===== config.mk =====
export PLATFORM = sky130hd
export DESIGN_NAME = muldiv_unit
export DESIGN_NICKNAME = d
export VERILOG_FILES = /design/src/rtl/muldiv_unit.sv
export SDC_FILE = /design/constraint.sdc
export NUM_CORES = 1
export LEC_CHECK = 0
export ABC_AREA = 1
export CORE_ASPECT_RATIO = 1.2
export CORE_UTILIZATION = 45
export DETAILED_ROUTE_END_ITERATION = 8
export SLEW_MARGIN = 20
export SYNTH_ARGS = -nofsm -noshare
export SYNTH_HDL_FRONTEND = slang
export SYNTH_SLANG_ARGS = --single-unit

===== constraint.sdc =====
create_clock -name clk -period 3.3 [get_ports clk]
set_input_delay 0.66 -clock clk [delete_from_list [all_inputs] [get_ports clk]]
set_output_delay 0.66 -clock clk [all_outputs]
set_load 0.01 [all_outputs]

===== src/rtl/muldiv_unit.sv =====
// Iterative multiply/divide unit with architectural HI/LO registers and MTHI/MTLO writes.
// Optional macro MULDIV_DIVZERO_EN adds a div_zero flag and leaves HI/LO untouched on divide by zero.
module muldiv_unit #(
   parameter  int WIDTH = 32,
   localparam int CNT_W = $clog2(WIDTH) + 1
) (
   input  logic             clk,
   input  logic             rst_n,
   input  logic             start,
   input  logic [2:0]       op,
   input  logic [WIDTH-1:0] A,
   input  logic [WIDTH-1:0] B,
   input  logic             flush,
   output logic             busy,
   output logic             done,
`ifdef MULDIV_DIVZERO_EN
   output logic             div_zero,
`endif
   output logic [WIDTH-1:0] hi,
   output logic [WIDTH-1:0] lo
);

   typedef enum logic [1:0] {S_IDLE, S_CALC, S_FIX, S_DONE} state_t;

   localparam logic [2:0] OP_MTHI = 3'b100;
   localparam logic [2:0] OP_MTLO = 3'b101;

   state_t             r_state;
   logic [CNT_W-1:0]   r_cnt;
   logic               r_isDiv;
   logic               r_negRes;
   logic               r_negRem;
   logic               r_divZero;
   logic               r_busy;
   logic               r_done;
   logic [WIDTH-1:0]   r_opnd;
   logic [WIDTH-1:0]   r_hi;
   logic [WIDTH-1:0]   r_lo;
   logic [2*WIDTH-1:0] r_acc;
`ifdef MULDIV_DIVZERO_EN
   logic               r_dzFlag;
`endif

   logic               w_isMulDiv;
   logic               w_signed;
   logic               w_aNeg;
   logic               w_bNeg;
   logic               w_divGe;
   logic [WIDTH-1:0]   w_aMag;
   logic [WIDTH-1:0]   w_bMag;
   logic [WIDTH-1:0]   w_divDiff;
   logic [WIDTH-1:0]   w_quot;
   logic [WIDTH-1:0]   w_rem;
   logic [WIDTH:0]     w_mulSum;
   logic [WIDTH:0]     w_divShift;
   logic [2*WIDTH-1:0] w_mulNext;
   logic [2*WIDTH-1:0] w_divNext;
   logic [2*WIDTH-1:0] w_prod;

   assign w_isMulDiv = (op[2] == 1'b0);
   assign w_signed   = w_isMulDiv && !op[0];
   assign w_aNeg     = w_signed && A[WIDTH-1];
   assign w_bNeg     = w_signed && B[WIDTH-1];
   assign w_aMag     = w_aNeg ? (~A + 1'b1) : A;
   assign w_bMag     = w_bNeg ? (~B + 1'b1) : B;

   // Multiply: add multiplicand into the upper half when the multiplier LSB is set, then shift right.
   assign w_mulSum   = {1'b0, r_acc[2*WIDTH-1:WIDTH]} + (r_acc[0] ? {1'b0, r_opnd} : '0);
   assign w_mulNext  = {w_mulSum, r_acc[WIDTH-1:1]};

   // Divide: upper half is the partial remainder, lower half shifts dividend out and quotient in.
   assign w_divShift = {r_acc[2*WIDTH-1:WIDTH], r_acc[WIDTH-1]};
   assign w_divGe    = (w_divShift >= {1'b0, r_opnd});
   assign w_divDiff  = WIDTH'(w_divShift - {1'b0, r_opnd});
   assign w_divNext  = w_divGe ? {w_divDiff, r_acc[WIDTH-2:0], 1'b1}
                               : {w_divShift[WIDTH-1:0], r_acc[WIDTH-2:0], 1'b0};

   // A zero divisor keeps the raw all-ones quotient; the remainder fix restores the original dividend.
   assign w_prod = r_negRes ? (~r_acc + 1'b1) : r_acc;
   assign w_quot = (r_negRes && !r_divZero) ? (~r_acc[WIDTH-1:0] + 1'b1) : r_acc[WIDTH-1:0];
   assign w_rem  = r_negRem ? (~r_acc[2*WIDTH-1:WIDTH] + 1'b1) : r_acc[2*WIDTH-1:WIDTH];

   assign busy = r_busy;
   assign done = r_done;
   assign hi   = r_hi;
   assign lo   = r_lo;
`ifdef MULDIV_DIVZERO_EN
   assign div_zero = r_dzFlag;
`endif

   always_ff @(posedge clk or negedge rst_n) begin
      if (!rst_n) begin
         r_state   <= S_IDLE;
         r_cnt     <= '0;
         r_isDiv   <= 1'b0;
         r_negRes  <= 1'b0;
         r_negRem  <= 1'b0;
         r_divZero <= 1'b0;
         r_busy    <= 1'b0;
         r_done    <= 1'b0;
         r_opnd    <= '0;
         r_acc     <= '0;
         r_hi      <= '0;
         r_lo      <= '0;
`ifdef MULDIV_DIVZERO_EN
         r_dzFlag  <= 1'b0;
`endif
      end else begin
         r_done <= 1'b0;
`ifdef MULDIV_DIVZERO_EN
         r_dzFlag <= 1'b0;
`endif
         if (flush) begin
            r_state <= S_IDLE;
            r_busy  <= 1'b0;
         end else begin
            case (r_state)
               S_IDLE, S_DONE: begin
                  r_state <= S_IDLE;
                  if (start) begin
                     if (w_isMulDiv) begin
                        r_state   <= S_CALC;
                        r_busy    <= 1'b1;
                        r_cnt     <= '0;
                        r_isDiv   <= op[1];
                        r_negRes  <= w_aNeg ^ w_bNeg;
                        r_negRem  <= w_aNeg;
                        r_divZero <= (B == '0);
                        r_opnd    <= op[1] ? w_bMag : w_aMag;
                        r_acc     <= {{WIDTH{1'b0}}, (op[1] ? w_aMag : w_bMag)};
                     end else if (op == OP_MTHI) begin
                        r_hi <= A;
                     end else if (op == OP_MTLO) begin
                        r_lo <= A;
                     end
                  end
               end
               S_CALC: begin
                  r_acc <= r_isDiv ? w_divNext : w_mulNext;
                  r_cnt <= r_cnt + 1'b1;
                  if (r_cnt == CNT_W'(WIDTH - 1)) begin
                     r_state <= S_FIX;
                  end
               end
               S_FIX: begin
                  r_state <= S_DONE;
                  r_busy  <= 1'b0;
                  r_done  <= 1'b1;
                  if (!r_isDiv) begin
                     {r_hi, r_lo} <= w_prod;
`ifdef MULDIV_DIVZERO_EN
                  end else if (r_divZero) begin
                     r_dzFlag <= 1'b1;
`endif
                  end else begin
                     r_hi <= w_rem;
                     r_lo <= w_quot;
                  end
               end
               default: r_state <= S_IDLE;
            endcase
         end
      end
   end

endmodule

### Word level (Yosys, flattened, before mapping)

Cells that the tools add are included.

| storage, ports and cells | value |
|---|---|
| input bits | 71 |
| output and inout port bits | 66 |
| logic and storage cells | 99 |
| bits in registers | 174 |

| cells by class | value |
|---|---|
| muxes and demuxes | 38 |
| bitwise logic cells | 8 |
| $add $sub $neg | 8 |
| $lt $le $gt $ge | 1 |
| reductions and logical operators | 17 |
| equality and inequality tests | 15 |

Operators by type and width:

| cell | number |
|---|---|
| 32-bit 2-to-1 mux | 16 |
| 64-bit 2-to-1 mux | 5 |
| 32-bit by 1-bit adder with 32-bit output (second input constant) | 4 |
| 32-bit inverter | 4 |
| 32-bit one-hot mux with 2 select lines | 2 |
| 64-bit one-hot mux with 2 select lines | 1 |
| 64-bit by 1-bit adder with 64-bit output (second input constant) | 1 |
| 64-bit inverter | 1 |
| 32-bit by 32-bit adder with 33-bit output | 1 |
| 33-bit by 32-bit >= comparator with 1-bit output | 1 |
| 32-bit zero test | 1 |
| 32-bit subtractor | 1 |
| 6-bit 2-to-1 mux | 2 |
| 2-bit != test (second input constant) | 6 |
| 6-bit one-hot mux with 2 select lines | 1 |
| 3-bit != test (second input constant) | 3 |
| 4-bit AND reduction | 2 |
| 1-bit 2-to-1 mux | 7 |
| 6-bit by 1-bit adder with 6-bit output (second input constant) | 1 |
| 3-bit equality test (second input constant) | 2 |
| 6-bit by 5-bit equality test with 1-bit output (second input constant) | 1 |
| 2-bit one-hot mux with 3 select lines | 1 |
| 6-bit AND reduction | 1 |
| 5-bit AND reduction | 1 |
| 13 further kinds | 21 |

### Longest topological paths before layout

| depth | value |
|---|---|
| depth after elaboration | 8 |
| mapped depth | 19 |
| gate-level depth less buffers | 17 |

### Worst setup path before layout

No wires, ideal clock.

| path | value |
|---|---|
| kind | flip-flop to flip-flop |
| start | reg r_acc[0] |
| end | reg r_acc[59] |
| arrival | 2.452 ns |
| clock period less this slack | 2.568 ns |
| setup time | 0.116 ns |
| buffers on the path | 2 |
| cell stages (with the launch flop) | 18 |
| required time | 3.184 ns |
| setup slack | 0.732 ns |
| cells stage by stage | dfrtp_1 > buf_6 > clkbuf_1 > nand2_1 > inv_1 > ha_1 > inv_1 > fa_1 > o21ai_0 > nand3_1 > nand3_1 > nand2_1 > nand3_1 > nand3_1 > nand2_1 > inv_1 > nand2_1 > nand2_1 |

| between the ends | value |
|---|---|
| longest elaborated chain between the ends | 4 |

RTL lines:

| what | line | text |
|---|---|---|
| start, declared | 39 | `logic [2*WIDTH-1:0] r_acc;` |
| start signal, assigned | 130 | `r_acc <= {{WIDTH{1'b0}}, (op[1] ? w_aMag : w_bMag)};` |
| start signal, assigned | 139 | `r_acc <= r_isDiv ? w_divNext : w_mulNext;` |
| 32-bit 2-to-1 mux | 68 | `assign w_mulSum = {1'b0, r_acc[2*WIDTH-1:WIDTH]} + (r_acc[0] ? {1'b0, r_opnd} : '0);` |
| 32-bit by 32-bit adder with 33-bit output | 68 |  |
| 64-bit 2-to-1 mux | 139 |  |
| 64-bit one-hot mux with 2 select lines | 117 | `case (r_state)` |

Every way passes these cells.
A chain may end at the register's enable or synchronous reset.

### Worst setup path after layout

| path | value |
|---|---|
| start | reg r_opnd[10] |
| end | reg r_acc[36] |

| between the ends | value |
|---|---|
| longest elaborated chain between the ends | 4 |

RTL lines:

| what | line | text |
|---|---|---|
| start, declared | 36 | `logic [WIDTH-1:0] r_opnd;` |
| start signal, assigned | 129 | `r_opnd <= op[1] ? w_bMag : w_aMag;` |
| 33-bit by 32-bit >= comparator with 1-bit output | 73 | `assign w_divGe = (w_divShift >= {1'b0, r_opnd});` |
| 64-bit 2-to-1 mux | 75 | `assign w_divNext = w_divGe ? {w_divDiff, r_acc[WIDTH-2:0], 1'b1}` |
| 64-bit 2-to-1 mux | 139 |  |
| 64-bit one-hot mux with 2 select lines | 117 |  |

Every way passes these cells.

==> results.json <==
{
  "grt_usage_pct": 42.9,
  "hold_viol": 0,
  "drc": 0,
  "final_common_cell": "nand2_1",
  "grt_pass1_wl_mm": 135,
  "io_pins": 137,
  "grt_overflow_total": 0,
  "crit_top_cell": "nor2_1",
  "synth_warnings": 0,
  "grt_max_degree": 93,
  "fin_util_pct": 52.8,
  "synthesis.nets": 3350,
  "drtAntennaViolNets": 0,
  "crit_required_ns": 3.63,
  "finalSetupTns_ns": 0,
  "hold_path_class": "in -> async",
  "gp_congestion": 1.07,
  "drive_gt1_share_pct": 6.13,
  "die_area_um2": 42700,
  "period_minus_slack_ns": 3.08,
  "cts_tree": "yes",
  "drt-pass1-iter-count": 7,
  "cp-startpoint": "r_opnd[10]",
  "clockRootBuffer": "clkbuf_16",
  "post-route-period-util_pct": 93.4,
  "grt_setup_unrepaired": "false",
  "post_drt_wl_per_cell_um": 23.6,
  "maxSlewHeadroom_pct": 44.0,
  "clkLatencyLatePin_ns": 0.47,
  "antenna_found_initial": 2,
  "synth_top_cell_by_area": "dfrtp_1",
  "die_w_um": 189,
  "synth.avg_cell_area_um2": 5.88,
  "dp_hpwl_mm": 74.4,
  "final_cell_mix": "nand2_1 (986), nor2_1 (423), inv_1 (409)",
  "synth.area.top_cells": "dfrtp_1 (23%), nand2_1 (20%), nor2_1 (8.5%), inv_1 (8.2%), nand3_1 (6.6%)",
  "ctsHtreeMaxLevel": 4,
  "crit_slowest_cell": "nor2_1",
  "place_area_um2": 21100,
  "drv_slew": 0,
  "ys_seq_area_share_pct": 23.1,
  "ys_types": 56,
  "setup_viol": 0,
  "die_y_um": 226,
  "cp_top_family": "simple AND/OR/NAND/NOR gates",
  "drv_cap": 0,
  "vias": 23100,
  "p_per_area_nw_per_um2": 1150,
  "numClockSinks": 174,
  "critPathLaunchType": "register",
  "rr_startpoint": "r_opnd[10]",
  "nFillCells": 4346,
  "synthesis.area_um2": 18800,
  "crit_type": "reg -> reg",
  "fin_total_pwr_mw": 24.9,
  "skew_ns": 0.0118,
  "worst-path-buf-inv": 2,
  "area_growth_syn_to_layout_pct": 15.0,
  "status": "finished, final reports clean",
  "arrival_ns": 3.41,
  "path_cells": "inv_1, ha_1, nand2_1, nor2_1, inv_1, nor2_1, nand2_2, nand2_4, nand2_4, nand2_8, nand2_8, nor2_1, o22ai_1",
  "first_global_vias": 21900,
  "ys_ff_latch": 174,
  "start_util_pct": 45.9,
  "routed_wl_mm": 91.7,
  "timing.fmax_mhz": 324,
  "nets": 3473,
  "drt_iter0_drc": 2737,
  "slowest_delay_ns": 0.46,
  "cts-hold-fix-buffers": 0,
  "io_buffers": 136,
  "cp-end-kind": "register",
  "worstMarginPinSlew_ns": 0.837,
  "ctsResizeCount": 0,
  "synthCells": 3206,
  "rows": 81,
  "viasPerCell": 5.96,
  "crit_fanout": 19,
  "path_clk_slew_ns": 0.08,
  "core_um2": 41000,
  "p_leak_nw": 11.0,
  "final_cell_area_um2": 21700,
  "synth_top_area_share_pct": 23.1,
  "peakVddDrop_uv": 848,
  "postCtsSetupBuffers": 0,
  "cts.path.max_buffers": 2,
  "cts_buffers": 17
}
-- per-stage QoR --
stage	cells	setup slack, ns	hold slack, ns
finish	3883	0.217	0.118
global route	3881	0.152	0.162
global placement	3849	0.111	0.474
CTS	3881	0.429	0.142
floorplan	3206	0.732	0.364
detailed placement	3849	0.119	0.484
-- cells in the mapped netlist, drive strengths merged --
master and instances:
a21boi 3, nand2 1001, o21ai 190, clkinv 2, nor3b 1, a21o 4, o31ai 4, a21oi 174
xnor2 10, buf 52, and2 4, o221ai 23, o22ai 9, o41ai 1, nor4 2, o21bai 10
nor3 34, and3 1, xor2 82, a22oi 28, o2111ai 1, ha 71, a2111oi 1, dfrtp 174
clkbuf 63, a31oi 7, nand3 256, inv 423, nand4 52, nand3b 10, o21a 1, fa 2
o211ai 52, nor2 452, or2 6
-- report_power, final --
group	switching (mW)	total, mW	internal, mW
Sequential	1.41	4.54	3.13
Clock	1.04	2.14	1.10
Combinational	12.4	18.3	5.82
-- worst paths after layout --
kind | slack [ns] | cells after the start | endpoint
max | 0.22 | 13 | r_acc[36]
min | 0.12 | 1 | r_acc[59]
max reg2reg | 0.22 | 13 | r_acc[36]
min reg2reg | 0.49 | 2 | lo[15]
max in group asynchronous | 2.38 | 2 | lo[16]
min in group clk | 0.49 | 2 | lo[15]
-- per-layer routing --
metal	vias to the layer above	routed length [um]	global-route usage, %
met3	368	9500	9.20
met2	1463	40500	67.1
li1	10600	-	-
met1	10700	33100	50.7
met5	-	23	0
met4	4	8560	34.4
-- sequential cells by signal, summed over array words and instances (netlist names), 2 cells and up --
name / flops
hi: 32
lo: 32
r_acc: 64
r_cnt: 6
r_opnd: 32
r_state: 2
-- layout make-up --
| cell class | count | area, um2 | share of cell area, % |
|---|---|---|---|
| clock inverter | 12 | 125 | 0.577 |
| sequential | 174 | 4360 | 20.1 |
| inverter | 425 | 1600 | 7.38 |
| timing repair buffer | 219 | 2070 | 9.57 |
| clock buffer | 20 | 457 | 2.11 |
| tap | 539 | 674 | 3.11 |
| multi-input combinational | 2492 | 12400 | 57.1 |
| antenna | 2 | 5.00 | 0.0231 |
-- kinds of logic (layout without fill, tap and decap cells) --
group	after synthesis	after routing	synth area share, %
xor+xnor	92	92	4.28
fa+ha+maj	73	73	4.93
simple gates	1819	1819	40.5
flops	174	174	23.1
buf+inv	540	676	11.3
other cells	0	2	0
compound gates	508	508	15.9
(Power assumes the default switching activity.)
